### config.mk
export PLATFORM = sky130hd
export DESIGN_NAME = cmd_arbiter
export DESIGN_NICKNAME = d
export VERILOG_FILES = /design/src/rtl/cmd_arbiter_pkg.sv /design/src/rtl/cmd_arbiter_fifo.sv /design/src/rtl/cmd_arbiter.sv
export SDC_FILE = /design/constraint.sdc
export NUM_CORES = 1
export LEC_CHECK = 0
export CORE_UTILIZATION = 25
export DETAILED_ROUTE_END_ITERATION = 6
export PLACE_DENSITY_LB_ADDON = 0.05
export SKIP_CTS_REPAIR_TIMING = 1
export SYNTH_ARGS = -nofsm -noshare
export SYNTH_HDL_FRONTEND = slang
export SYNTH_SLANG_ARGS = --single-unit
### constraint.sdc
create_clock -name clk -period 4 [get_ports clk]
set_input_delay 0.6 -clock clk [delete_from_list [all_inputs] [get_ports clk]]
set_output_delay 0.6 -clock clk [all_outputs]
set_load 0.02 [all_outputs]
### src/rtl/cmd_arbiter_pkg.sv
// Shared main-core command header: serial command field widths and the arbiter
// state encoding, whose bits double as the one-hot grant vector.
package cmd_arbiter_pkg;

    localparam int unsigned MainCoreCmdWhichSize  = 2;
    localparam int unsigned MainCoreSerialCmdSize = 6;
    localparam int unsigned MainCoreCmdSize       = MainCoreCmdWhichSize + MainCoreSerialCmdSize;

    // Bit i set means requester i owns the core; StIdle drives grant = 2'b00.
    typedef enum logic [1:0] {
        StIdle   = 2'b00,
        StGrant0 = 2'b01,
        StGrant1 = 2'b10
    } arb_state_e;

    function automatic arb_state_e grant_state(input logic idx);
        return idx ? StGrant1 : StGrant0;
    endfunction

endpackage

### src/rtl/cmd_arbiter_fifo.sv
// Per-requester command queue with a registered occupancy count; push uses an
// isReady/canReceive handshake, the read side exposes head/hasAny and a pop strobe.
module cmd_arbiter_fifo #(
    parameter int unsigned WIDTH = 9,
    parameter int unsigned DEPTH = 4
) (
    input  logic                     clk,
    input  logic                     rst,
    input  logic [WIDTH-1:0]         data,
    input  logic                     isReady,
    output logic                     canReceive,
    input  logic                     pop,
    output logic                     hasAny,
    output logic [WIDTH-1:0]         head,
    output logic [$clog2(DEPTH):0]   count
);

    localparam int unsigned PtrW = $clog2(DEPTH);

    logic [WIDTH-1:0] mem_q [DEPTH];
    logic [PtrW-1:0]  wr_ptr_q;
    logic [PtrW-1:0]  rd_ptr_q;
    logic [PtrW:0]    count_q;
    logic             push_en;
    logic             pop_en;

    // Full/empty come from the registered count only, so a same-cycle pop never
    // reopens a full queue to a push.
    assign canReceive = (count_q < (PtrW + 1)'(DEPTH));
    assign hasAny     = (count_q != '0);
    assign push_en    = isReady & canReceive;
    assign pop_en     = pop & hasAny;
    assign head       = mem_q[rd_ptr_q];
    assign count      = count_q;

    always_ff @(posedge clk) begin
        if (push_en) begin
            mem_q[wr_ptr_q] <= data;
        end
    end

    always_ff @(posedge clk) begin
        if (rst) begin
            wr_ptr_q <= '0;
            rd_ptr_q <= '0;
            count_q  <= '0;
        end else begin
            if (push_en) begin
                wr_ptr_q <= wr_ptr_q + 1'b1;
            end
            if (pop_en) begin
                rd_ptr_q <= rd_ptr_q + 1'b1;
            end
            case ({push_en, pop_en})
                2'b10:   count_q <= count_q + 1'b1;
                2'b01:   count_q <= count_q - 1'b1;
                default: count_q <= count_q;
            endcase
        end
    end

endmodule

### src/rtl/cmd_arbiter.sv
// Two-requester round-robin arbiter in front of main_core_serialCmd, with an
// optional per-command lock that keeps the grant across consecutive commands.
module cmd_arbiter
    import cmd_arbiter_pkg::*;
#(
    parameter int unsigned CMD_W = MainCoreCmdSize,
    parameter int unsigned DEPTH = 4
) (
    input  logic             clk,
    input  logic             rst,
    input  logic [CMD_W-1:0] rq0_cmd,
    input  logic             rq0_lock,
    input  logic             rq0_isReady,
    output logic             rq0_canReceive,
    input  logic [CMD_W-1:0] rq1_cmd,
    input  logic             rq1_lock,
    input  logic             rq1_isReady,
    output logic             rq1_canReceive,
    output logic [CMD_W-1:0] cmd,
    output logic             cmd_hasAny,
    input  logic             cmd_consume,
    output logic [1:0]       grant
);

    localparam int unsigned CntW = $clog2(DEPTH) + 1;

    // Queue entries are {lock, cmd}.
    logic [CMD_W:0]  q0_head,  q1_head;
    logic            q0_has,   q1_has;
    logic            q0_can,   q1_can;
    logic            q0_pop,   q1_pop;
    logic [CntW-1:0] q0_count, q1_count;

    arb_state_e state_q, state_d;
    logic       rr_q, rr_d;

    logic            owner_idx;
    logic            own_has;
    logic            own_push;
    logic            other_has;
    logic [CMD_W:0]  own_head;
    logic [CntW-1:0] own_count;
    logic            own_keeps;
    logic            pop_fire;

    cmd_arbiter_fifo #(
        .WIDTH (CMD_W + 1),
        .DEPTH (DEPTH)
    ) u_fifo0 (
        .clk        (clk),
        .rst        (rst),
        .data       ({rq0_lock, rq0_cmd}),
        .isReady    (rq0_isReady),
        .canReceive (q0_can),
        .pop        (q0_pop),
        .hasAny     (q0_has),
        .head       (q0_head),
        .count      (q0_count)
    );

    cmd_arbiter_fifo #(
        .WIDTH (CMD_W + 1),
        .DEPTH (DEPTH)
    ) u_fifo1 (
        .clk        (clk),
        .rst        (rst),
        .data       ({rq1_lock, rq1_cmd}),
        .isReady    (rq1_isReady),
        .canReceive (q1_can),
        .pop        (q1_pop),
        .hasAny     (q1_has),
        .head       (q1_head),
        .count      (q1_count)
    );

    always_comb begin
        owner_idx = 1'b0;
        own_has   = 1'b0;
        own_head  = '0;
        own_count = '0;
        own_push  = 1'b0;
        other_has = 1'b0;
        unique case (state_q)
            StGrant0: begin
                own_has   = q0_has;
                own_head  = q0_head;
                own_count = q0_count;
                own_push  = rq0_isReady & q0_can;
                other_has = q1_has;
            end
            StGrant1: begin
                owner_idx = 1'b1;
                own_has   = q1_has;
                own_head  = q1_head;
                own_count = q1_count;
                own_push  = rq1_isReady & q1_can;
                other_has = q0_has;
            end
            default: ;
        endcase
    end

    assign pop_fire = cmd_consume & own_has;
    assign q0_pop   = pop_fire & (state_q == StGrant0);
    assign q1_pop   = pop_fire & (state_q == StGrant1);
    // Owner queue still non-empty after this edge: more than one entry, or a refill now.
    assign own_keeps = (own_count[CntW-1:1] != '0) | own_push;

    always_comb begin
        state_d = state_q;
        rr_d    = rr_q;
        unique case (state_q)
            StIdle: begin
                if (q0_has && q1_has) begin
                    state_d = grant_state(rr_q);
                end else if (q0_has) begin
                    state_d = StGrant0;
                end else if (q1_has) begin
                    state_d = StGrant1;
                end
            end
            StGrant0, StGrant1: begin
                // A locked entry leaves the grant untouched, even on an emptied queue.
                if (pop_fire && !own_head[CMD_W]) begin
                    rr_d = ~owner_idx;
                    if (other_has) begin
                        state_d = grant_state(~owner_idx);
                    end else if (!own_keeps) begin
                        state_d = StIdle;
                    end
                end
            end
            default: state_d = StIdle;
        endcase
    end

    always_ff @(posedge clk) begin
        if (rst) begin
            state_q <= StIdle;
            rr_q    <= 1'b0;
        end else begin
            state_q <= state_d;
            rr_q    <= rr_d;
        end
    end

    // Outputs are forced to their idle values while rst is asserted.
    assign cmd_hasAny     = own_has & ~rst;
    assign cmd            = cmd_hasAny ? own_head[CMD_W-1:0] : '0;
    assign grant          = rst ? 2'b00 : state_q;
    assign rq0_canReceive = rst | q0_can;
    assign rq1_canReceive = rst | q1_can;

endmodule

-- After elaboration in Yosys (flattened, before gate mapping)
Memories as Yosys holds them, arrays and structs flattened. A register that Yosys moved wholly into a read port is not among the register bits.
Index checks and enable logic that the tools add are counted.
- register bits: 17
- memory bits (writable): 72
- bits of input ports: 23
- output and inout port bits: 13
- logic and storage cells: 81
- memories kept: 2
- $add $sub $neg: 8
- magnitude comparators: 2
- equal/unequal tests: 9
- muxes and demuxes: 27
- bitwise operators: 13
- reduce and logical (&&, ||, !) cells: 12
- memories (memory ; depth ; bits a word ; rd ports ; clocked after memory_dff ; wr ports ; RTL line ; source):
    u_fifo0.mem_q ; 4 ; 9 ; 1 ; 1 ; 1 ; cmd_arbiter_fifo.sv:20 ; logic [WIDTH-1:0] mem_q [DEPTH];
    u_fifo1.mem_q ; 4 ; 9 ; 1 ; 1 ; 1 ; cmd_arbiter_fifo.sv:20 ;
- operator list (operator ; number):
    2-to-1 mux 2 bit ; 13
    one-hot mux 3 bit (2 select lines) ; 3
    one-hot mux 9 bit (2 select lines) ; 1
    adder 2 x 1 -> 2 bit (second input constant) ; 4
    AND 1 bit ; 8
    2-to-1 mux 8 bit ; 1
    adder 3 x 1 -> 3 bit (second input constant) ; 2
    equality test 2 x 1 -> 1 bit (second input constant) ; 3
    equality test 2 bit (second input constant) ; 3
    less-than comparator 3 bit (second input constant) ; 2
    one-hot mux 1 bit (2 select lines) ; 3
    nonzero test 2 bit ; 3
    nonzero test 3 bit ; 2
    subtractor 3 x 1 -> 3 bit (second input constant) ; 2
    2-to-1 mux 1 bit ; 5
    != test 4 bit (second input constant) ; 1
    one-hot mux 2 bit (2 select lines) ; 1
    != test 3 bit (second input constant) ; 1
    OR 1 bit ; 3
    AND reduction 3 bit ; 1
    logical AND 1 bit ; 2
    logical NOT 2 bit ; 1
    != test 2 bit (second input constant) ; 1
    NOT 1 bit ; 2
    other kinds (3) ; 3

-- Logic depth before layout (Yosys ltp)
- depth in word-level cells: 8
- gate-level depth with buffers: 10
- depth with buffers taken out: 10

-- Hierarchy
Synthesis repeated with hierarchy kept, for this count alone.
- cells, all modules: 256
- area, all modules: 3986.3 um^2
- modules (own cells, without submodules) (module ; times used ; cells each ; area an instance (um^2) ; sequential area each (um^2)):
    cmd_arbiter_fifo ; 2 ; 97 ; 1773.0 ; 1261.2
    cmd_arbiter ; 1 ; 62 ; 440.4 ; 60.1

-- Worst setup path before layout
No wires, ideal clock.
- path kind: reg2reg
- from: register state_q[0]
- to: register u_fifo0.count_q[2] (netlist: u_fifo0.count[2])
- setup time: 0.070 ns
- arrival time: 2.455 ns
- data required time: 3.930 ns
- path slack: 1.475 ns
- stages on the path, launching flop included: 11
- path buffers: 0
- period minus slack after synthesis: 2.525 ns
- cell sequence: dfxtp_1 inv_1 ha_1 nand2_1 nor3b_1 ha_1 inv_1 fa_1 xor2_1 or3_1 a21oi_1
- longest elaborated chain between the ends: 7
- elaborated cells between the ends (all ways): 10
- classes of those cells: eq/ne: 4; mux: 2; bitwise: 3; reduce/logical: 1
- ends and longest elaborated chain (item ; RTL line ; source):
    from (decl) ; cmd_arbiter.sv:34 ; arb_state_e state_q, state_d;
    from (signal assigned) ; cmd_arbiter.sv:139 ; state_q <= StIdle;
    from (signal assigned) ; cmd_arbiter.sv:142 ; state_q <= state_d;
    equality test 2 bit or equality test 2 x 1 -> 1 bit (tied branches) ; cmd_arbiter.sv:83, cmd_arbiter.sv:104 ;
    one-hot mux 1 bit (2 select lines) ; cmd_arbiter.sv:83 ; unique case (state_q)
    AND 1 bit ; cmd_arbiter.sv:103 ; assign pop_fire = cmd_consume & own_has;
    AND 1 bit * ; cmd_arbiter.sv:104 ; assign q0_pop = pop_fire & (state_q == StGrant0);
    AND 1 bit * ; cmd_arbiter_fifo.sv:32 ; assign pop_en = pop & hasAny;
    named net u_fifo0.pop_en ; cmd_arbiter_fifo.sv:25 ; logic pop_en;
    equality test 2 x 1 -> 1 bit or equality test 2 bit (tied branches) ; cmd_arbiter_fifo.sv:54 ; case ({push_en, pop_en})
    one-hot mux 3 bit (2 select lines) or nonzero test 2 bit (tied branches) ; - ;
    to (signal assigned) ; cmd_arbiter_fifo.sv:55 ; 2'b10: count_q <= count_q + 1'b1;
    to (signal assigned) ; cmd_arbiter_fifo.sv:56 ; 2'b01: count_q <= count_q - 1'b1;
    to (signal assigned) ; cmd_arbiter_fifo.sv:57 ; default: count_q <= count_q;
    to (decl) ; cmd_arbiter_fifo.sv:23 ; logic [PtrW:0] count_q;
Mark *: on every way through the listed nets, which the timed path passes. The rest lies on a longest branch.
A chain may end at the register's enable or synchronous reset.

==> results.sh <==
export IMPL_synth_compound_area_share_pct=4.41
export IMPL_syn_inst=257
export IMPL_maxCapViolations=0
export IMPL_cp_max_fo=9
export IMPL_cts_sinks=93
export IMPL_status="finished clean"
export IMPL_synth_net_count=296
export IMPL_syn_avg_cell_area_um2=15.6
export IMPL_met1_usage_pct=13.8
export IMPL_final_cell_mix="72 x edfxtp_1, 35 x clkdlybuf4s50_1, 29 x nor2_1, 21 x dfxtp_1, 18 x inv_1"
export IMPL_clk_pin_slew_ns=0.06
export IMPL_hold_path_class="reg2reg"
export IMPL_synth_top_family_by_area="multiplexers"
export IMPL_period_share_pct=80.8
export IMPL_ys_types=33
export IMPL_cts_buffers=9
export IMPL_vias=2100
export IMPL_post_synth_mux_area_share_pct=12.1
export IMPL_final_max_slew_viol_count=0
export IMPL_core_area_um2=15400
export IMPL_min_period_ns=3.23
export IMPL_required_ns=3.40
export IMPL_firstDrtPassIters=4
export IMPL_viasPerCell=4.10
export IMPL_n_antenna_cell=0
export IMPL_seq_area_frac_synth_pct=64.6
export IMPL_grt_usage_pct=10.6
export IMPL_synth_simple_gate_area_share_pct=8.26
export IMPL_synth_xor_area_share_pct=2.19
export IMPL_tns_ns=0
export IMPL_routedWlPerCell_um=15.5
export IMPL_clock_latency_ns=0.34
export IMPL_antenna_found_initial=0
export IMPL_rsz0062_at_grt="false"
export IMPL_grt_busiest_layer="met2"
export IMPL_end_kind="output port"
export IMPL_ys_ff_latch=93
export IMPL_rows=45
export IMPL_h_tree_depth=3
export IMPL_grt_max_degree=23
export IMPL_grt_overflow=0
export IMPL_power_density_nw_per_um2=489
export IMPL_drc_errors=0
export IMPL_ant_nets=0
export IMPL_die_h_um=128
export IMPL_slew_headroom_pct=56.3
export IMPL_layout_commonest_cell="edfxtp_1"
export IMPL_fp_dieW_um=128
export IMPL_worstSetupStartpointType="flop"
export IMPL_use_met3_pct=3.12
export IMPL_grt_pass1_vias=2156
export IMPL_total_power_mw=2.39
export IMPL_setup_viol=0
export IMPL_peakVddDrop_mv=0.197
export IMPL_io_buffers=35
export IMPL_clk_path_buf_depth=2
export IMPL_ios=36
export IMPL_cts_root_buf="clkbuf_16"
export IMPL_drt_iter0_markers=102
export IMPL_critical_path_class="reg2out"
export IMPL_initial_core_util_pct=25.9
export IMPL_nets=335
export IMPL_grt_first_pass_wirelength_um=12400
export IMPL_netlist_area_um2=4000
export IMPL_hold_violations=0
export IMPL_dpl_hpwl_um=5460
export IMPL_drive_above_1_share_pct=9.63
export IMPL_met2_usage_pct=16.5
export IMPL_place_gp_congestion=0.700
export IMPL_worstPathArrival_ns=2.63
export IMPL_leakagePower_nw=1.64
export IMPL_fmax_mhz=309
export IMPL_synth_warnings=0
export IMPL_synth_adder_area_share_pct=5.38
export IMPL_cts_tree="yes"
export IMPL_wl_um=7920
export IMPL_clock_skew_ns=0.00335
export IMPL_tightest_slew_ns=0.654
export IMPL_syn_to_final_growth_pct=22.1
export IMPL_die_area_um2=16500
==> synthesized netlist by cell type (all sizes together) <==
cell type	n	area share [%]
edfxtp	72	54
nor2	29	2.7
dfxtp	21	11
inv	18	1.7
mux4	18	11
ha	14	4.4
a22oi	9	2.0
nand2	9	0.97
and2	8	1.3
a21oi	7	0.88
clkbuf	7	0.66
xor2	6	1.3
o21ai	5	0.63
nand2b	4	0.63
or3	4	0.63
xnor2	4	0.88
buf	3	0.69
mux2i	3	0.75
nor3b	3	0.56
fa	2	1.0
nor2b	2	0.31
nor3	2	0.25
a21boi	1	0.19
a22o	1	0.25
a32o	1	0.25
and3	1	0.16
nand3b	1	0.19
nand4b	1	0.59
o31ai	1	0.19
==> where the power goes <==
group	switching (mW)	leakage (nW)	internal, mW
clock network	0.360	0.142	0.486
logic	0.226	0.663	0.183
registers	0.0303	0.832	1.10
total	0.616	1.64	1.77
==> sequential cells by signal, summed over array words and instances (netlist names), named ones only <==
signal and cells:
u_fifo0.count 3, u_fifo1.mem_q 36, u_fifo0.rd_ptr_q 2, u_fifo0.mem_q 36, u_fifo1.wr_ptr_q 2, state_q 2, u_fifo1.rd_ptr_q 2, u_fifo1.count 3
u_fifo0.wr_ptr_q 2, rr_q 1
==> worst paths after layout <==
check	endpoint	depth (start not counted)	slack (ns)	from
min reg2reg	rr_q	2	0.51	rr_q
max	cmd[1]	4	0.77	flop
min	rr_q	2	0.51	rr_q
max reg2reg	u_fifo0.count[2]	10	1.20	state_q[0]
==> worst max-delay path, cell delays in order, from the launching register on <==
cell             delay, ns
dfxtp_1               0.70
mux4_1                0.71
a22oi_1               0.21
nor2_1                0.10
clkdlybuf4s50_1       0.56
==> stage by stage <==
step | cells | cell area [um^2] | setup slack (ns) | hold WS, ns | utilization [%]
final | 512 | 4880 | 0.768 | 0.515 | 31.6
after global placement | 496 | 4580 | 1.03 | 0.494 | 29.7
after detailed placement | 496 | 4580 | 0.995 | 0.497 | 29.7
after global routing | 512 | 4880 | 0.626 | 0.556 | 31.6
after CTS | 512 | 4880 | 0.706 | 0.515 | 31.6
after floorplan | 257 | 4000 | 1.48 | 0.464 | -
==> cells by family (layout without fill, tap and decap cells) <==
| family | Yosys count | after routing |
|---|---|---|
| and+or+nand+nor | 64 | 64 |
| AOI/OAI and AO/OA | 25 | 25 |
| adders and majority gates | 16 | 16 |
| buffers and inverters | 28 | 72 |
| muxes | 21 | 21 |
| DFF | 93 | 93 |
| xor gates and xnor gates | 10 | 10 |
==> per-layer routing <==
metal	part of all wire, %	vias to the layer above
met5	0	-
met1	47	1022
li1	-	1032
met2	47	35
met3	4.0	11
met4	1.8	0
==> final cells by class <==
type	count	area, um^2
fill	1562	10500
sequential	93	2580
multi-input combinational	136	1290
timing repair buffer	38	373
tap	211	264
clock buffer	9	225
clock inverter	7	76.3
inverter	18	67.6
Note: power is estimated with default switching activity, not from simulation.
